<file path="src/rtl/perf_types_pkg.sv">
// Shared performance-counter definitions: counter index order and the MMIO
// addresses the counter decoder uses, so decoder and bank agree on one map.
package perf_types;

  localparam int NUM_PERF_COUNTERS = 9;

  typedef enum logic [3:0] {
    IDX_I_CACHE_HITS    = 4'd0,
    IDX_I_CACHE_MISSES  = 4'd1,
    IDX_D_CACHE_HITS    = 4'd2,
    IDX_D_CACHE_MISSES  = 4'd3,
    IDX_L2_CACHE_HITS   = 4'd4,
    IDX_L2_CACHE_MISSES = 4'd5,
    IDX_TOTAL_BRANCHES  = 4'd6,
    IDX_MISPREDICTIONS  = 4'd7,
    IDX_TOTAL_STALLS    = 4'd8
  } perf_idx_t;

  // Counters occupy the top of the address space, descending in index order.
  localparam logic [15:0] PERF_BASE_ADDR        = 16'hFFFF;
  localparam logic [15:0] ADDR_I_CACHE_HITS     = 16'hFFFF;
  localparam logic [15:0] ADDR_I_CACHE_MISSES   = 16'hFFFE;
  localparam logic [15:0] ADDR_D_CACHE_HITS     = 16'hFFFD;
  localparam logic [15:0] ADDR_D_CACHE_MISSES   = 16'hFFFC;
  localparam logic [15:0] ADDR_L2_CACHE_HITS    = 16'hFFFB;
  localparam logic [15:0] ADDR_L2_CACHE_MISSES  = 16'hFFFA;
  localparam logic [15:0] ADDR_TOTAL_BRANCHES   = 16'hFFF9;
  localparam logic [15:0] ADDR_MISPREDICTIONS   = 16'hFFF8;
  localparam logic [15:0] ADDR_TOTAL_STALLS     = 16'hFFF7;

  function automatic logic [15:0] perf_addr(input perf_idx_t idx);
    return PERF_BASE_ADDR - {12'h000, idx};
  endfunction

endpackage

</file>
<file path="src/rtl/perf_counter.sv">
// One performance counter: optional rising-edge detect, clear-over-increment
// priority, saturate or wrap at all-ones, sticky overflow flag.
module perf_counter #(
  parameter int WIDTH    = 16,
  parameter bit EDGE     = 1'b0,
  parameter bit SATURATE = 1'b1
) (
  input  logic             clk,
  input  logic             rst_n,
  input  logic             count_en,
  input  logic             ev,
  input  logic             clr,
  output logic [WIDTH-1:0] count,
  output logic             overflow
);

  localparam logic [WIDTH-1:0] ONE = {{(WIDTH-1){1'b0}}, 1'b1};

  logic ev_prev;
  logic inc;
  logic at_max;

  // Edge history tracks the raw event even while counting is disabled, so an
  // event already high when count_en rises is not mistaken for a new edge.
  always_ff @(posedge clk or negedge rst_n) begin
    if (!rst_n) ev_prev <= 1'b0;
    else        ev_prev <= ev;
  end

  assign inc    = count_en & (EDGE ? (ev & ~ev_prev) : ev);
  assign at_max = &count;

  always_ff @(posedge clk or negedge rst_n) begin
    if (!rst_n) begin
      count    <= '0;
      overflow <= 1'b0;
    end else if (clr) begin
      count    <= '0;
      overflow <= 1'b0;
    end else if (inc) begin
      if (at_max) begin
        count    <= SATURATE ? '1 : '0;
        overflow <= 1'b1;
      end else begin
        count <= count + ONE;
      end
    end
  end

endmodule

</file>
<file path="src/rtl/perf_counter_bank.sv">
// Bank of nine performance counters read and cleared by the MMIO counter
// decoder; maps the named event strobes and clear bits onto perf_counter.
module perf_counter_bank
  import perf_types::*;
#(
  parameter int                           WIDTH     = 16,
  parameter logic [NUM_PERF_COUNTERS-1:0] EDGE_MASK = 9'h000,
  parameter bit                           SATURATE  = 1'b1
) (
  input  logic                         clk,
  input  logic                         rst_n,
  input  logic                         count_en,
  input  logic                         ev_i_cache_hit,
  input  logic                         ev_i_cache_miss,
  input  logic                         ev_d_cache_hit,
  input  logic                         ev_d_cache_miss,
  input  logic                         ev_l2_cache_hit,
  input  logic                         ev_l2_cache_miss,
  input  logic                         ev_branch,
  input  logic                         ev_mispredict,
  input  logic                         ev_stall,
  input  logic [NUM_PERF_COUNTERS-1:0] clr,
  output logic [WIDTH-1:0]             i_cache_hits,
  output logic [WIDTH-1:0]             i_cache_misses,
  output logic [WIDTH-1:0]             d_cache_hits,
  output logic [WIDTH-1:0]             d_cache_misses,
  output logic [WIDTH-1:0]             l2_cache_hits,
  output logic [WIDTH-1:0]             l2_cache_misses,
  output logic [WIDTH-1:0]             total_branches,
  output logic [WIDTH-1:0]             mispredictions,
  output logic [WIDTH-1:0]             total_stalls,
  output logic [NUM_PERF_COUNTERS-1:0] overflow
);

  logic [NUM_PERF_COUNTERS-1:0] ev;
  logic [WIDTH-1:0]             cnt [NUM_PERF_COUNTERS];

  assign ev[IDX_I_CACHE_HITS]    = ev_i_cache_hit;
  assign ev[IDX_I_CACHE_MISSES]  = ev_i_cache_miss;
  assign ev[IDX_D_CACHE_HITS]    = ev_d_cache_hit;
  assign ev[IDX_D_CACHE_MISSES]  = ev_d_cache_miss;
  assign ev[IDX_L2_CACHE_HITS]   = ev_l2_cache_hit;
  assign ev[IDX_L2_CACHE_MISSES] = ev_l2_cache_miss;
  assign ev[IDX_TOTAL_BRANCHES]  = ev_branch;
  assign ev[IDX_MISPREDICTIONS]  = ev_mispredict;
  assign ev[IDX_TOTAL_STALLS]    = ev_stall;

  for (genvar g = 0; g < NUM_PERF_COUNTERS; g++) begin : g_ctr
    perf_counter #(
      .WIDTH    (WIDTH),
      .EDGE     (EDGE_MASK[g]),
      .SATURATE (SATURATE)
    ) u_ctr (
      .clk      (clk),
      .rst_n    (rst_n),
      .count_en (count_en),
      .ev       (ev[g]),
      .clr      (clr[g]),
      .count    (cnt[g]),
      .overflow (overflow[g])
    );
  end

  assign i_cache_hits    = cnt[IDX_I_CACHE_HITS];
  assign i_cache_misses  = cnt[IDX_I_CACHE_MISSES];
  assign d_cache_hits    = cnt[IDX_D_CACHE_HITS];
  assign d_cache_misses  = cnt[IDX_D_CACHE_MISSES];
  assign l2_cache_hits   = cnt[IDX_L2_CACHE_HITS];
  assign l2_cache_misses = cnt[IDX_L2_CACHE_MISSES];
  assign total_branches  = cnt[IDX_TOTAL_BRANCHES];
  assign mispredictions  = cnt[IDX_MISPREDICTIONS];
  assign total_stalls    = cnt[IDX_TOTAL_STALLS];

endmodule

</file>
<file path="config.mk">
export PLATFORM = sky130hd
export DESIGN_NAME = perf_counter_bank
export DESIGN_NICKNAME = d
export VERILOG_FILES = /design/src/rtl/perf_types_pkg.sv /design/src/rtl/perf_counter.sv /design/src/rtl/perf_counter_bank.sv
export SDC_FILE = /design/constraint.sdc
export NUM_CORES = 1
export LEC_CHECK = 0
export CAP_MARGIN = 30
export CORE_MARGIN = 4
export CORE_UTILIZATION = 51
export DETAILED_ROUTE_END_ITERATION = 8
export GPL_TIMING_DRIVEN = 0
export HOLD_SLACK_MARGIN = 0.02
export PLACE_DENSITY = 0.82
export SYNTH_ARGS = -nofsm -noshare
export SYNTH_HDL_FRONTEND = slang
export SYNTH_HIERARCHICAL = 1
export SYNTH_SLANG_ARGS = --single-unit
</file>
<file path="constraint.sdc">
create_clock -name clk -period 1.6 [get_ports clk]
set_input_delay 0.32 -clock clk [delete_from_list [all_inputs] [get_ports clk]]
set_output_delay 0.32 -clock clk [all_outputs]
set_load 0.05 [all_outputs]
</file>
Word-level counts from Yosys, hierarchy flattened
Index checks and enable logic that the tools add are counted.
{ "classes": {"n_addsub": 9, "n_mul": 0, "div": 0, "n_lt_le_gt_ge": 0, "n_eq_ne": 0, "n_shift": 0, "muxes": 54, "n_bitwise": 9, "n_reduce_logical": 36} }
{ "op_table": {"columns": ["cell", "n"], "rows": [
  ["two-way mux 16 bit", 27],
  ["adder 16 x 1 -> 16 bit, second input constant", 9],
  ["AND reduction 16 bit", 9],
  ["nonzero test 2 bit", 18],
  ["two-way mux 1 bit", 27],
  ["AND reduction 2 bit", 9],
  ["AND 1 bit", 9]
]} }
{ "totals": {"register_bits": 153, "latch_bits": 0, "ram_bits": 0, "mem_bits_ro": 0, "in_bits": 21, "out_inout_bits": 153, "wordCells": 126, "mem_count": 0} }

Logic depth before layout (Yosys ltp)
{ "logic_depth": {"depth_word": 4, "depth_mapped": 6, "mapped_depth_nobuf": 5} }

Hierarchy
Netlist, hierarchy kept.
{ "by_module_without_submodules": {"columns": ["mod", "instances", "cells_each", "area_per_inst_um2", "seq_area_each_um2"], "rows": [
  ["perf_counter at g_ctr[0].u_ctr ...", 8, 87, 887.1, 425.4],
  ["perf_counter at g_ctr[4].u_ctr", 1, 86, 873.3, 425.4]
]} }

Least setup slack after synthesis
OpenSTA, ideal clock, no wires.
{ "synth_path": {"path_kind": "reg-to-reg", "start": "reg g_ctr[4].u_ctr.count[0]", "end": "reg g_ctr[4].u_ctr.count[14]", "setup_ps": 94, "arrival_time_ps": 1783, "t_required_ps": 1506, "path_slack_ps": -277, "stages_incl_launch_ff": 6, "n_path_buf": 0, "synth_period_minus_slack_ps": 1877, "cell_sequence": "dfrtp_1 > ha_1 > nand4_1 > nor4_4 > a31oi_1 > a211oi_1"} }
{ "synth_via": {"elab_chain_cells": 4, "word_cells_on_any_way": 5, "classes_between": "1 x add/sub; 3 x mux; 1 x reduce/logical"} }
{ "synth_rtl": {"columns": ["item", "line", "rtl"], "rows": [
  ["start, declared", "perf_counter.sv:13", "output logic [WIDTH-1:0] count,"],
  ["start signal, assigned", "perf_counter.sv:42", "count <= SATURATE ? '1 : '0;"],
  ["start signal, assigned", "perf_counter.sv:45", "count <= count + ONE;"],
  ["adder 16 x 1 -> 16 bit or AND reduction 16 bit (tied branches)", "perf_counter.sv:45, perf_counter.sv:31", null],
  ["two-way mux 16 bit *", "perf_counter.sv:41", "if (at_max) begin"],
  ["two-way mux 16 bit *", "perf_counter.sv:40", "end else if (inc) begin"],
  ["two-way mux 16 bit *", "perf_counter.sv:37", "end else if (clr) begin"]
]} }
Every way passes the cells marked *; elsewhere a longest branch is shown, timed or not. The select of a mux whose other input is x is not followed.
A chain may end at the register's enable or synchronous reset.

Final worst setup path
{ "layout_path": {"start": "reg g_ctr[0].u_ctr.count[9]", "end": "out i_cache_hits[9]"} }
{ "layout_lines": {"columns": ["item", "line", "rtl"], "rows": [
  ["start, declared", "perf_counter.sv:13", null],
  ["start signal, assigned", "perf_counter.sv:42", null],
  ["start signal, assigned", "perf_counter.sv:45", null],
  ["end, declared", "perf_counter_bank.sv:23", "output logic [WIDTH-1:0] i_cache_hits,"]
]} }
No word-level cell between the ends.

==> impl_results.rst <==
.. list-table::
   :header-rows: 1

   * - Metric
     - Value
   * - Arrival time of data at the critical path endpoint
     - 1.24 ns
   * - Vias in the first global route
     - 6752
   * - First-pass GRT wire length
     - between 30 and 40 mm
   * - Clock slew seen by the registers of the worst setup and hold paths
     - 0.06 ns
   * - Clock network power share
     - 0.477
   * - Placer's final routability congestion estimate
     - 0.877
   * - H-tree levels
     - 4
   * - Warnings, synthesis
     - 6
   * - Total congestion overflow after global routing
     - 0
   * - Via count
     - approximately 7100
   * - Peak VDD IR
     - 0.687 mV
   * - Insertion delay of the later-clocked pin in the worst-skew pair
     - 0.41 ns
   * - Outcome
     - complete, but fails checks
   * - Area growth from synthesis to layout
     - 42.2%
   * - Std cell rows
     - 45
   * - Failing checks
     - hold timing
   * - Average vias per placed instance
     - 5.73
   * - Count of placed standard cells including taps
     - 1167
   * - DRC violations left
     - 0
   * - Total standard cell area after synthesis
     - around 0.0080 sq mm
   * - Most common cell after layout, fill and taps aside
     - o21ai_0
   * - Clock root buffer
     - clkbuf_16
   * - Logic depth of the worst register-to-register path
     - 5
   * - Area share of the leading cell type in the synthesized netlist
     - 0.480
   * - Worst flop-to-flop path startpoint
     - g_ctr[4].u_ctr/count[0]
   * - Post-synth ARST share
     - 1.00
   * - CTS Buffer Depth
     - 2
   * - Hold Fails Final Rpt
     - 5
   * - Unrepaired setup endpoints after global routing
     - yes
   * - Maxcap violations
     - 0
   * - Top-Level Pins
     - 174
   * - Leakage power summed over all cells
     - 4.54 nW
   * - Sequential element share of the synthesized area
     - 0.480
   * - Detailed-route wire length per cell
     - 16.6 microns
   * - Count of antenna-violating nets left after detailed routing
     - 0
   * - CP endpoint kind
     - output pin
   * - All-layer global routing usage
     - 0.226
   * - Worst Tran Pin Value
     - 0.870 ns
   * - Final critical-path share of the clock period
     - 0.974
   * - Mean area per synthesized cell
     - 10.2 sq um
   * - Register-to-register path setup slack
     - 0.04 ns
   * - TritonCTS sink count
     - 153
   * - Worst slew margin
     - 0.420
   * - Number of antenna violations at the first check in global routing
     - 1
   * - Worst flop-to-flop path endpoint
     - g_ctr[4].u_ctr/count[13]
   * - Power spent charging and discharging nets
     - 1.91 mW
   * - Count of final setup violators
     - 0
   * - P per Cell Area
     - 750 mW/mm^2
   * - Post-route setup TNS
     - 0 ns
   * - Initial standard-cell utilization of the core
     - 0.522
   * - Critical path depth in cells
     - 1
   * - Cell type of the slowest stage on the worst timing path
     - dfrtp_2
   * - Slew Viols, Final
     - 0
   * - Cell chain of the critical path
     - clkdlybuf4s18_2
   * - Commonest cells after routing, fill and taps aside
     - 119 x o21ai_0, 112 x clkdlybuf4s15_2, 108 x dfrtp_2, 88 x xnor2_1
   * - Worst setup path start
     - g_ctr[0].u_ctr/count[9]
   * - Core area
     - 0.0153 sq mm
   * - Nature of the critical path startpoint
     - flip-flop
   * - Count of unique library cells instantiated by Yosys
     - 28
   * - Maximum fanout encountered on the critical timing path
     - 6
   * - Top FF cell, synth
     - dfrtp_1
   * - Final #Nets
     - 1046
   * - Top achievable clock speed
     - ~640 MHz
   * - First-iteration detailed-routing DRC count
     - 402
   * - Cell family with the largest share of critical-path delay
     - flip-flops
   * - Largest net degree at the start of global routing
     - 96
   * - Placed instance area
     - around 0.010 sq mm
   * - Y dimension of the die
     - 133 microns
   * - Overall die width
     - roughly 130 microns
   * - Critical path buffers and inverters
     - 1
   * - Internal
     - ~6.6 mW
   * - Number of register bits inferred by synthesis
     - 153
   * - Share of power burned in registers
     - 0.464
   * - Final HPWL DP
     - 13.6 mm
   * - Net switching share of the total power
     - 0.224
   * - Number of nets in the synthesized netlist
     - 812
   * - Detailed Route WL
     - just over 20 mm
   * - Final design area excluding fillers
     - 0.0113 sq mm
   * - Worst clock skew
     - 0.00835 ns
   * - Full die area
     - 0.0177 sq mm
   * - Class of the tightest hold or removal check
     - primary input to asynchronous set/reset pin
   * - Portion of total power attributed to combinational logic
     - 0.059
   * - Worst Path Required
     - 1.28 ns
   * - Ratio of cells with drive above 1 in the final layout
     - 0.410
   * - Leading post-synthesis cells by cell area
     - dfrtp_1 48%, xnor2_1 9.7%, o21ai_0 7.5%, nor3_1 3.5%, nand3_1 2.8%
   * - Cell taking the most area after synthesis
     - dfrtp_1
   * - Instance count of the mapped netlist
     - between 700 and 800
   * - Post-route non-filler standard cell count
     - 1241
   * - Min cycle time layout
     - between 1.5 and 2 ns
   * - DRT Pass-1 Iters
     - 5
   * - EDFF count, synth
     - 0
   * - End point of the critical path
     - i_cache_hits[9]
   * - Cts bufs inserted
     - 17
   * - IO buf count
     - about 170
   * - Worst Path Class, Setup
     - flip-flop to output pin
   * - Final hold slack
     - -0.0169 ns
   * - Critical Path Max Stage Delay
     - about 0.44 ns
   * - CTS tree
     - yes
[kinds of logic after synthesis]
kind of cell,after synthesis,share of synthesized area
simple gates,305,0.245
compound gates,161,0.112
flops,153,0.480
xor+xnor,108,0.119
buf+inv,37,0.0188
mux,9,0.0113
fa+ha+maj,9,0.0141
[through the flow]
stage                     setup WS, ns  total power, mW  hold WS [ns]   util
after floorplan               -0.00124             4.21        0.0244      -
after global placement           -6.62             4.48         0.504  0.663
after detailed placement        -0.671             4.49         0.467  0.664
after CTS                     -0.00732             8.57        0.0212  0.717
after global routing           -0.0179             8.81        0.0528  0.743
final                           0.0411             8.50       -0.0169  0.743
[layer usage]
| metal | routed length, microns | track usage | up-vias | share of wire |
|---|---|---|---|---|
| met1 | 8940 | 0.309 | 3502 | 0.43 |
| li1 | - | - | 3350 | - |
| met2 | 10200 | 0.359 | 228 | 0.50 |
| met3 | 1120 | 0.0490 | 29 | 0.054 |
| met5 | 0 | 0 | - | 0 |
| met4 | 327 | 0.0722 | 0 | 0.016 |
[registers in the layout, indices dropped and copies added (netlist names)]
name,flops
g_ctr.u_ctr/overflow,9
g_ctr.u_ctr/count,144
[worst reg2reg max path, cell delays in order (launching register included)]
cell     delay, ns
dfrtp_2       0.42
buf_4         0.15
nand3_1       0.29
nor4_2        0.34
xnor2_1       0.15
o21ai_1       0.07
[worst min-delay path by stage]
| stage | cells past startpoint | to | start |
|---|---|---|---|
| 6_report | 1 | g_ctr[8].u_ctr/count[13] | rst_n |
| 5_1_grt | 1 | g_ctr[8].u_ctr/count[13] | rst_n |
| 4_1_cts | 1 | g_ctr[8].u_ctr/count[13] | rst_n |
| 3_5_place_dp | 1 | g_ctr[8].u_ctr/count[13] | rst_n |
| 3_3_place_gp | 2 | g_ctr[4].u_ctr/overflow | g_ctr[4].u_ctr/overflow |
| 2_1_floorplan | 0 | g_ctr[0].u_ctr/count[0] | rst_n |
[area by class of cell]
type	instances	area [sq um]
clock buffers	25	515
well taps	211	264
fillers	1041	3930
multi-input cells	593	4310
flip-flops and latches	153	3960
diodes	1	2.50
inverters	19	71.3
clock inverters	7	87.6
repair buffers	216	2040
plain buffers	16	78.8
[power by group through the flow]
stage          Sequential [mW]  Clock, mW  Combinational, mW
2_1_floorplan             4.11          0              0.101
4_1_cts                   3.94       4.15              0.485
3_5_place_dp              4.01          0              0.483
3_3_place_gp              4.01          0              0.468
6_report                  3.95       4.05              0.501
5_1_grt                   3.95       4.32              0.549
[cell usage after synthesis, drive strengths merged, types with 17 or more instances]
cell type	number
a211oi	17
dfrtp	153
inv	19
nand2	53
nand3	44
nand4	38
nor2	51
nor3	55
nor4	44
o21ai	126
xnor2	88
xor2	20
[repair_timing]
item                                   in CTS  in global routing
resized for setup                         483                111
gates cloned                                0                  1
pin swaps                                   9                 24
hold buffers                                0                  0
setup endpoints to repair                 300                139
setup buffers                              10                 33
endpoints found under the hold margin       0                  0
Power figures use the tool's default switching activity.
